File: src/rtl/dma_desc_bypass_issuer_if.sv
// Command and descriptor-bypass signal bundle for dma_desc_bypass_issuer.
// The slave modport is the issuer's view; master is the user/DMA-driver side.
interface dma_desc_bypass_issuer_if;
    logic        s_cmd_valid;
    logic        s_cmd_ready;
    logic [63:0] s_cmd_addr;
    logic [31:0] s_cmd_len;
    logic        dsc_byp_ready;
    logic        dsc_byp_load;
    logic [63:0] dsc_byp_addr;
    logic [31:0] dsc_byp_len;
    logic        data_last;

    modport master (
        output s_cmd_valid, s_cmd_addr, s_cmd_len, dsc_byp_ready, data_last,
        input  s_cmd_ready, dsc_byp_load, dsc_byp_addr, dsc_byp_len
    );

    modport slave (
        input  s_cmd_valid, s_cmd_addr, s_cmd_len, dsc_byp_ready, data_last,
        output s_cmd_ready, dsc_byp_load, dsc_byp_addr, dsc_byp_len
    );
endinterface

File: src/rtl/dma_desc_bypass_issuer.sv
// Splits host transfer commands at MAX_DESC_LEN boundaries into XDMA bypass descriptors,
// issued under a credit limit. Optional statistics counters: define DMA_DESC_STATS_EN.
//
// state | meaning
// ------+--------------------------------------------------------------
// IDLE  | s_cmd_ready high, waiting for a command
// ISSUE | emitting one descriptor per cycle while ready and credit hold
module dma_desc_bypass_issuer #(
    parameter int unsigned MAX_DESC_LEN = 4096,
    parameter int unsigned OUTSTANDING  = 8
) (
    input  logic                          pcie_clk,
    input  logic                          pcie_aresetn,
    dma_desc_bypass_issuer_if.slave       bus,
    output logic [$clog2(OUTSTANDING):0]  outstanding,
    output logic                          busy,
    output logic                          cmd_done,
    output logic                          err,
    output logic [31:0]                   desc_count,
    output logic [31:0]                   cmd_count
);

    localparam int OFF_W = $clog2(MAX_DESC_LEN);
    localparam int OCW   = $clog2(OUTSTANDING) + 1;
    localparam int PW    = (OUTSTANDING > 1) ? $clog2(OUTSTANDING) : 1;

    typedef enum logic {
        ST_IDLE  = 1'b0,
        ST_ISSUE = 1'b1
    } state_t;

    state_t                 state;
    logic                   ready_q;
    logic [63:0]            cur_addr;
    logic [31:0]            rem;
    logic [OUTSTANDING-1:0] last_fifo;
    logic [PW-1:0]          wr_ptr;
    logic [PW-1:0]          rd_ptr;

    logic [OFF_W-1:0]       offset;
    logic [31:0]            space;
    logic [31:0]            chunk;
    logic                   last_chunk;
    logic                   load;
    logic                   pop;
    logic                   cmd_fire;

    function automatic logic [PW-1:0] ptr_next(input logic [PW-1:0] p);
        return (p == PW'(OUTSTANDING - 1)) ? '0 : p + 1'b1;
    endfunction

    // Room left before the next MAX_DESC_LEN-aligned boundary.
    assign offset     = cur_addr[OFF_W-1:0];
    assign space      = 32'(MAX_DESC_LEN) - 32'(offset);
    assign chunk      = (rem < space) ? rem : space;
    assign last_chunk = (rem == chunk);

    assign load     = (state == ST_ISSUE) && bus.dsc_byp_ready && (outstanding < OCW'(OUTSTANDING));
    assign pop      = bus.data_last && (outstanding != '0);
    assign cmd_fire = bus.s_cmd_valid && ready_q;

    assign bus.s_cmd_ready  = ready_q;
    assign bus.dsc_byp_load = load;
    assign bus.dsc_byp_addr = cur_addr;
    assign bus.dsc_byp_len  = chunk;

    assign busy = (state != ST_IDLE) || (outstanding != '0);

    always_ff @(posedge pcie_clk or negedge pcie_aresetn) begin
        if (!pcie_aresetn) begin
            state       <= ST_IDLE;
            ready_q     <= 1'b0;
            cur_addr    <= '0;
            rem         <= '0;
            outstanding <= '0;
            wr_ptr      <= '0;
            rd_ptr      <= '0;
            cmd_done    <= 1'b0;
            err         <= 1'b0;
        end else begin
            cmd_done <= pop && last_fifo[rd_ptr];

            if (bus.data_last && (outstanding == '0))
                err <= 1'b1;

            unique case ({load, pop})
                2'b10:   outstanding <= outstanding + 1'b1;
                2'b01:   outstanding <= outstanding - 1'b1;
                default: outstanding <= outstanding;
            endcase

            if (load) wr_ptr <= ptr_next(wr_ptr);
            if (pop)  rd_ptr <= ptr_next(rd_ptr);

            unique case (state)
                ST_IDLE: begin
                    ready_q <= 1'b1;
                    if (cmd_fire) begin
                        if (bus.s_cmd_len == '0) begin
                            err <= 1'b1;
                        end else begin
                            cur_addr <= bus.s_cmd_addr;
                            rem      <= bus.s_cmd_len;
                            state    <= ST_ISSUE;
                            ready_q  <= 1'b0;
                        end
                    end
                end
                ST_ISSUE: begin
                    if (load) begin
                        cur_addr <= cur_addr + 64'(chunk);
                        rem      <= rem - chunk;
                        if (last_chunk) begin
                            state   <= ST_IDLE;
                            ready_q <= 1'b1;
                        end
                    end
                end
                default: state <= ST_IDLE;
            endcase
        end
    end

    // Last-descriptor flags; the credit limit keeps this from ever overflowing.
    always_ff @(posedge pcie_clk) begin
        if (load)
            last_fifo[wr_ptr] <= last_chunk;
    end

`ifdef DMA_DESC_STATS_EN
    always_ff @(posedge pcie_clk or negedge pcie_aresetn) begin
        if (!pcie_aresetn) begin
            desc_count <= '0;
            cmd_count  <= '0;
        end else begin
            if (load)     desc_count <= desc_count + 1'b1;
            if (cmd_done) cmd_count  <= cmd_count + 1'b1;
        end
    end
`else
    assign desc_count = '0;
    assign cmd_count  = '0;
`endif

endmodule

File: src/flat_wrapper.sv
// flat-port wrapper written by rule: the top's interface ports become plain ports
module dma_desc_bypass_issuer_flat 
#(
    parameter int unsigned MAX_DESC_LEN = 4096,
    parameter int unsigned OUTSTANDING  = 8
)
  (pcie_clk, pcie_aresetn, outstanding, busy, cmd_done, err, desc_count, cmd_count, bus_s_cmd_valid, bus_s_cmd_addr, bus_s_cmd_len, bus_dsc_byp_ready, bus_data_last, bus_s_cmd_ready, bus_dsc_byp_load, bus_dsc_byp_addr, bus_dsc_byp_len);
  dma_desc_bypass_issuer_if bus_i ();
  input  logic pcie_clk;
  input  logic pcie_aresetn;
  output logic [$clog2(OUTSTANDING):0] outstanding;
  output logic busy;
  output logic cmd_done;
  output logic err;
  output logic [31:0] desc_count;
  output logic [31:0] cmd_count;
  input wire logic [$bits(bus_i.s_cmd_valid)-1:0] bus_s_cmd_valid;
  input wire logic [$bits(bus_i.s_cmd_addr)-1:0] bus_s_cmd_addr;
  input wire logic [$bits(bus_i.s_cmd_len)-1:0] bus_s_cmd_len;
  input wire logic [$bits(bus_i.dsc_byp_ready)-1:0] bus_dsc_byp_ready;
  input wire logic [$bits(bus_i.data_last)-1:0] bus_data_last;
  output wire logic [$bits(bus_i.s_cmd_ready)-1:0] bus_s_cmd_ready;
  output wire logic [$bits(bus_i.dsc_byp_load)-1:0] bus_dsc_byp_load;
  output wire logic [$bits(bus_i.dsc_byp_addr)-1:0] bus_dsc_byp_addr;
  output wire logic [$bits(bus_i.dsc_byp_len)-1:0] bus_dsc_byp_len;
  assign bus_i.s_cmd_valid = bus_s_cmd_valid;
  assign bus_i.s_cmd_addr = bus_s_cmd_addr;
  assign bus_i.s_cmd_len = bus_s_cmd_len;
  assign bus_i.dsc_byp_ready = bus_dsc_byp_ready;
  assign bus_i.data_last = bus_data_last;
  assign bus_s_cmd_ready = bus_i.s_cmd_ready;
  assign bus_dsc_byp_load = bus_i.dsc_byp_load;
  assign bus_dsc_byp_addr = bus_i.dsc_byp_addr;
  assign bus_dsc_byp_len = bus_i.dsc_byp_len;
  dma_desc_bypass_issuer #(.MAX_DESC_LEN(MAX_DESC_LEN), .OUTSTANDING(OUTSTANDING)) u_core (.pcie_clk(pcie_clk), .pcie_aresetn(pcie_aresetn), .bus(bus_i), .outstanding(outstanding), .busy(busy), .cmd_done(cmd_done), .err(err), .desc_count(desc_count), .cmd_count(cmd_count));
endmodule
File: config.mk
export PLATFORM = sky130hd
export DESIGN_NAME = dma_desc_bypass_issuer_flat
export DESIGN_NICKNAME = d
export VERILOG_FILES = /design/src/rtl/dma_desc_bypass_issuer_if.sv /design/src/rtl/dma_desc_bypass_issuer.sv /design/src/flat_wrapper.sv
export SDC_FILE = /design/constraint.sdc
export NUM_CORES = 1
export LEC_CHECK = 0
export CAP_MARGIN = 20
export CORE_MARGIN = 2
export CORE_UTILIZATION = 48
export DETAILED_ROUTE_END_ITERATION = 10
export PLACE_DENSITY_LB_ADDON = 0.15
export SYNTH_ARGS = -nofsm -noshare
export SYNTH_HDL_FRONTEND = slang
export SYNTH_SLANG_ARGS = --single-unit
File: constraint.sdc
create_clock -name pcie_clk -period 6.05 [get_ports pcie_clk]
set_clock_uncertainty 0.15 [all_clocks]
set_input_delay 1.5125 -clock pcie_clk [delete_from_list [all_inputs] [get_ports pcie_clk]]
set_output_delay 1.5125 -clock pcie_clk [all_outputs]
set_load 0.02 [all_outputs]
==> results.yml <==
synthesis:
  synth_edf_count: 8
  yosys_warnings: 0
  syn_avg_cell_area_sq_um: 8.28
  post-synth-top-area-cell: "dfrtp_1"
  synth_seq_area_share_pct: 29.1
  syn_area_sq_mm: 0.0103
  synth_top_area_share_pct: 26.7
  synth_cells: 1243
  yosys_most_used_dff: "dfrtp_1"
  synth-seq-cells: 118
  async_flop_share_pct: 93.2
  synthTopCellsByArea: "dfrtp_1, ha_1, buf_4, a21oi_1, mux2i_1"
  yosysUniqueCellTypes: 84
placed_design:
  place_ws_ps: 32.2
  gp_congestion: 0.868
  place_area_sq_mm: 0.0122
  hpwl_um: 21900
  io_buffers: 186
power_and_ir_drop:
  pwr-share-comb_pct: 66.3
  p_int_mw: 3.98
  p_per_area_mw_per_mm2: 588
  ir_worst_vdd_uv: 279
  p_leak_nw: 5.64
  netSwitchingFraction_pct: 47.9
  switching_power_mw: 3.66
  clock_power_share_pct: 14.0
  seq_power_share_pct: 19.7
drt:
  vias: 9850
  routed_via_density: 5.72
  drt-initial-drc-count: 692
  first_pass_iters: 5
  drc: 0
  ant_nets: 0
  avgRoutedWirePerCell_um: 17.9
  wirelength_um: 30800
cells_and_area:
  fillCellCount: 1850
  fin_area_sq_mm: 0.0130
  syn_to_final_growth_pct: 26.1
  drive_above_1_share_pct: 9.00
  final_cell_mix: "clkdlybuf4s50_1, nand2_1, a21oi_1, dfrtp_1, conb_1"
  finish.net_count: 1600
  layout_commonest_cell: "clkdlybuf4s50_1"
worst_hold_path:
  hold_path_end: "u_core.err$_DFF_PN0_"
  hold_start: "u_core.err$_DFF_PN0_"
  whs_path_depth: 2
  hold_class: "flip-flop to flip-flop"
clocking:
  path_clk_slew_ps: 60
  clock_sink_count: 118
  cts_root_buffer: "clkbuf_16"
  numCtsBuffers: 17
  cts_tree: "built"
  clk_latency_ps: 430
  htree_levels: 4
  clk_path_buf_depth: 2
worst_setup_path:
  worstReg2RegStart: "u_core.bus.dsc_byp_addr[2]$_DFFE_PN0P_"
  reg2reg_to: "u_core.bus.dsc_byp_addr[34]$_DFFE_PN0P_"
  reg2reg_slack_ps: 190
  reg2reg_depth: 24
  crit_path_max_fanout: 16
  worstSetupEndpointType: "output port"
  worstPathRequired_ps: 4390
  crit_type: "flip-flop to output port"
  cp-start-kind: "flip-flop"
  cp_data_arrival_time_ps: 4220
global_route:
  grt_pass1_wl_um: 48600
  grt_usage_pct: 27.1
  grt_start_max_net_pins: 86
  antenna_found_initial: 2
  grt_overflow: 0
  grt_pass1_vias: 9334
status:
  outcome: "finished, final reports clean"
die:
  die_w_um: 150
  core-area_sq_mm: 0.0210
  die_area_sq_mm: 0.0226
  start_util_pct: 49.0
  row_count: 53
  ioPinCount: 270
  die_h_um: 150
timing:
  relSlewSlack_pct: 27.0
  worst_pin_slew_ps: 1100
  timing.final.crit_share_pct: 97.2
  hold_viol: 0
  finalWorstSetupSlack_ps: 167
  period_minus_slack_ps: 5880
  finalMaxSlewViolations: 0
  fmax_mhz: 170
  setup_tns_ps: 0
  setup_viol: 0
flow_run:
  cap_violations: 0
worst max path at each step:
stage,cells after the start,slack (ps),start,end
final,14,170,u_core.bus.dsc_byp_addr[2]$_DFFE_PN0P_,bus_dsc_byp_len[1]
after global routing,24,-80,u_core.bus.dsc_byp_addr[0]$_DFFE_PN0P_,u_core.bus.dsc_byp_addr[60]$_DFFE_PN0P_
after CTS,16,-4,u_core.bus.dsc_byp_addr[0]$_DFFE_PN0P_,bus_dsc_byp_len[1]
after detailed placement,25,30,u_core.bus.dsc_byp_addr[0]$_DFFE_PN0P_,u_core.bus.dsc_byp_addr[40]$_DFFE_PN0P_
after global placement,25,150,u_core.bus.dsc_byp_addr[0]$_DFFE_PN0P_,u_core.bus.dsc_byp_addr[53]$_DFFE_PN0P_
after floorplan,26,270,u_core.bus.dsc_byp_addr[1]$_DFFE_PN0P_,u_core.bus.dsc_byp_addr[40]$_DFFE_PN0P_
per-layer routing:
metal	up-vias	GRT usage [%]	share of wire [%]
met2	330	44.4	47
li1	4747	-	-
met1	4714	36.3	44
met5	-	0	0.042
met3	57	5.12	5.8
met4	2	8.82	2.3
through the flow:
step	hold WS, ps	power (mW)	util (%)	std cells
final	355	7.64	61.7	1721
after global routing	401	8.29	61.7	1719
after CTS	357	7.46	60.9	1714
after detailed placement	334	6.35	58.0	1682
after global placement	313	6.28	57.9	1681
after floorplan	330	4.93	-	1344
cell families after synthesis:
| logic type | share of synthesized area [%] |
|---|---|
| adder cells (fa/ha/maj) | 8.48 |
| multiplexers | 7.22 |
| AO/OA/AOI/OAI | 21.2 |
| flip-flops | 29.1 |
| XOR/XNOR | 3.74 |
| other | 0.0364 |
| buffers and inverters | 9.99 |
| AND/OR/NAND/NOR | 20.2 |
timing repair:
item	CTS	global route
buffers inserted	0	5
hold buffers	0	0
endpoints found under the setup margin	3	66
resized for setup	1	28
pin swaps	0	6
synth_stat cells (5+ instances only):
cell and number:
or3_1 7, xnor2_1 24, buf_4 84, nor2b_1 10, o21bai_1 5, inv_1 35, buf_1 8, o22ai_1 36
a21oi_1 112, a21o_1 19, nand3_1 34, and3_1 27, clkbuf_1 48, nor3_1 31, ha_1 65, mux2i_1 54
nor4_1 26, nand4_1 24, edfxtp_1 8, buf_2 6, nor2_1 81, o21a_1 21, o21ai_0 73, a31oi_1 15
xor2_1 20, nand3b_1 5, nand2_1 122, mux2_2 6, and2_1 5, nand2b_1 10, dfrtp_1 110, or2_2 9
a211oi_1 12, mux2_4 6
registers in the layout, summed over array words and instances (netlist names):
name                     flops
u_core.cmd_done              1
u_core.bus.dsc_byp_addr     64
u_core.err                   1
u_core.outstanding           4
u_core.wr_ptr                3
u_core.rd_ptr                3
u_core.state                 1
u_core.rem                  32
u_core.last_fifo             8
u_core.bus.s_cmd_ready       1
final cells by class:
type	count	area (sq um)	share of cell area [%]
Multi-Input combinational cell	1042	6780	52.3
Antenna cell	2	5.00	0.0386
Tap cell	275	344	2.65
Sequential cell	118	3000	23.1
Clock buffer	18	429	3.31
Clock inverter	14	174	1.34
Inverter	36	135	1.04
Timing Repair Buffer	216	2110	16.2
critical path, stage by stage, from the launching register on:
cell and delay, ps:
dfrtp_2 460, nor2_1 190, nand2_2 130, nor4_4 200, nand3b_1 220, nor3_2 260
inv_1 70, ha_1 310, a21oi_1 170, o211ai_1 120, nor2_2 330, buf_8 250
mux2i_2 280, buf_4 170, clkdlybuf4s50_1 610
power groups by stage:
stage / Clock [mW] / Sequential [mW] / Combinational, mW
after floorplan: 0 / 1.60 / 3.33
after global placement: 0 / 1.49 / 4.80
after detailed placement: 0 / 1.49 / 4.86
after CTS: 1.08 / 1.49 / 4.90
after global routing: 1.11 / 1.56 / 5.62
final: 1.07 / 1.51 / 5.06
Power figures use the tool's default switching activity.
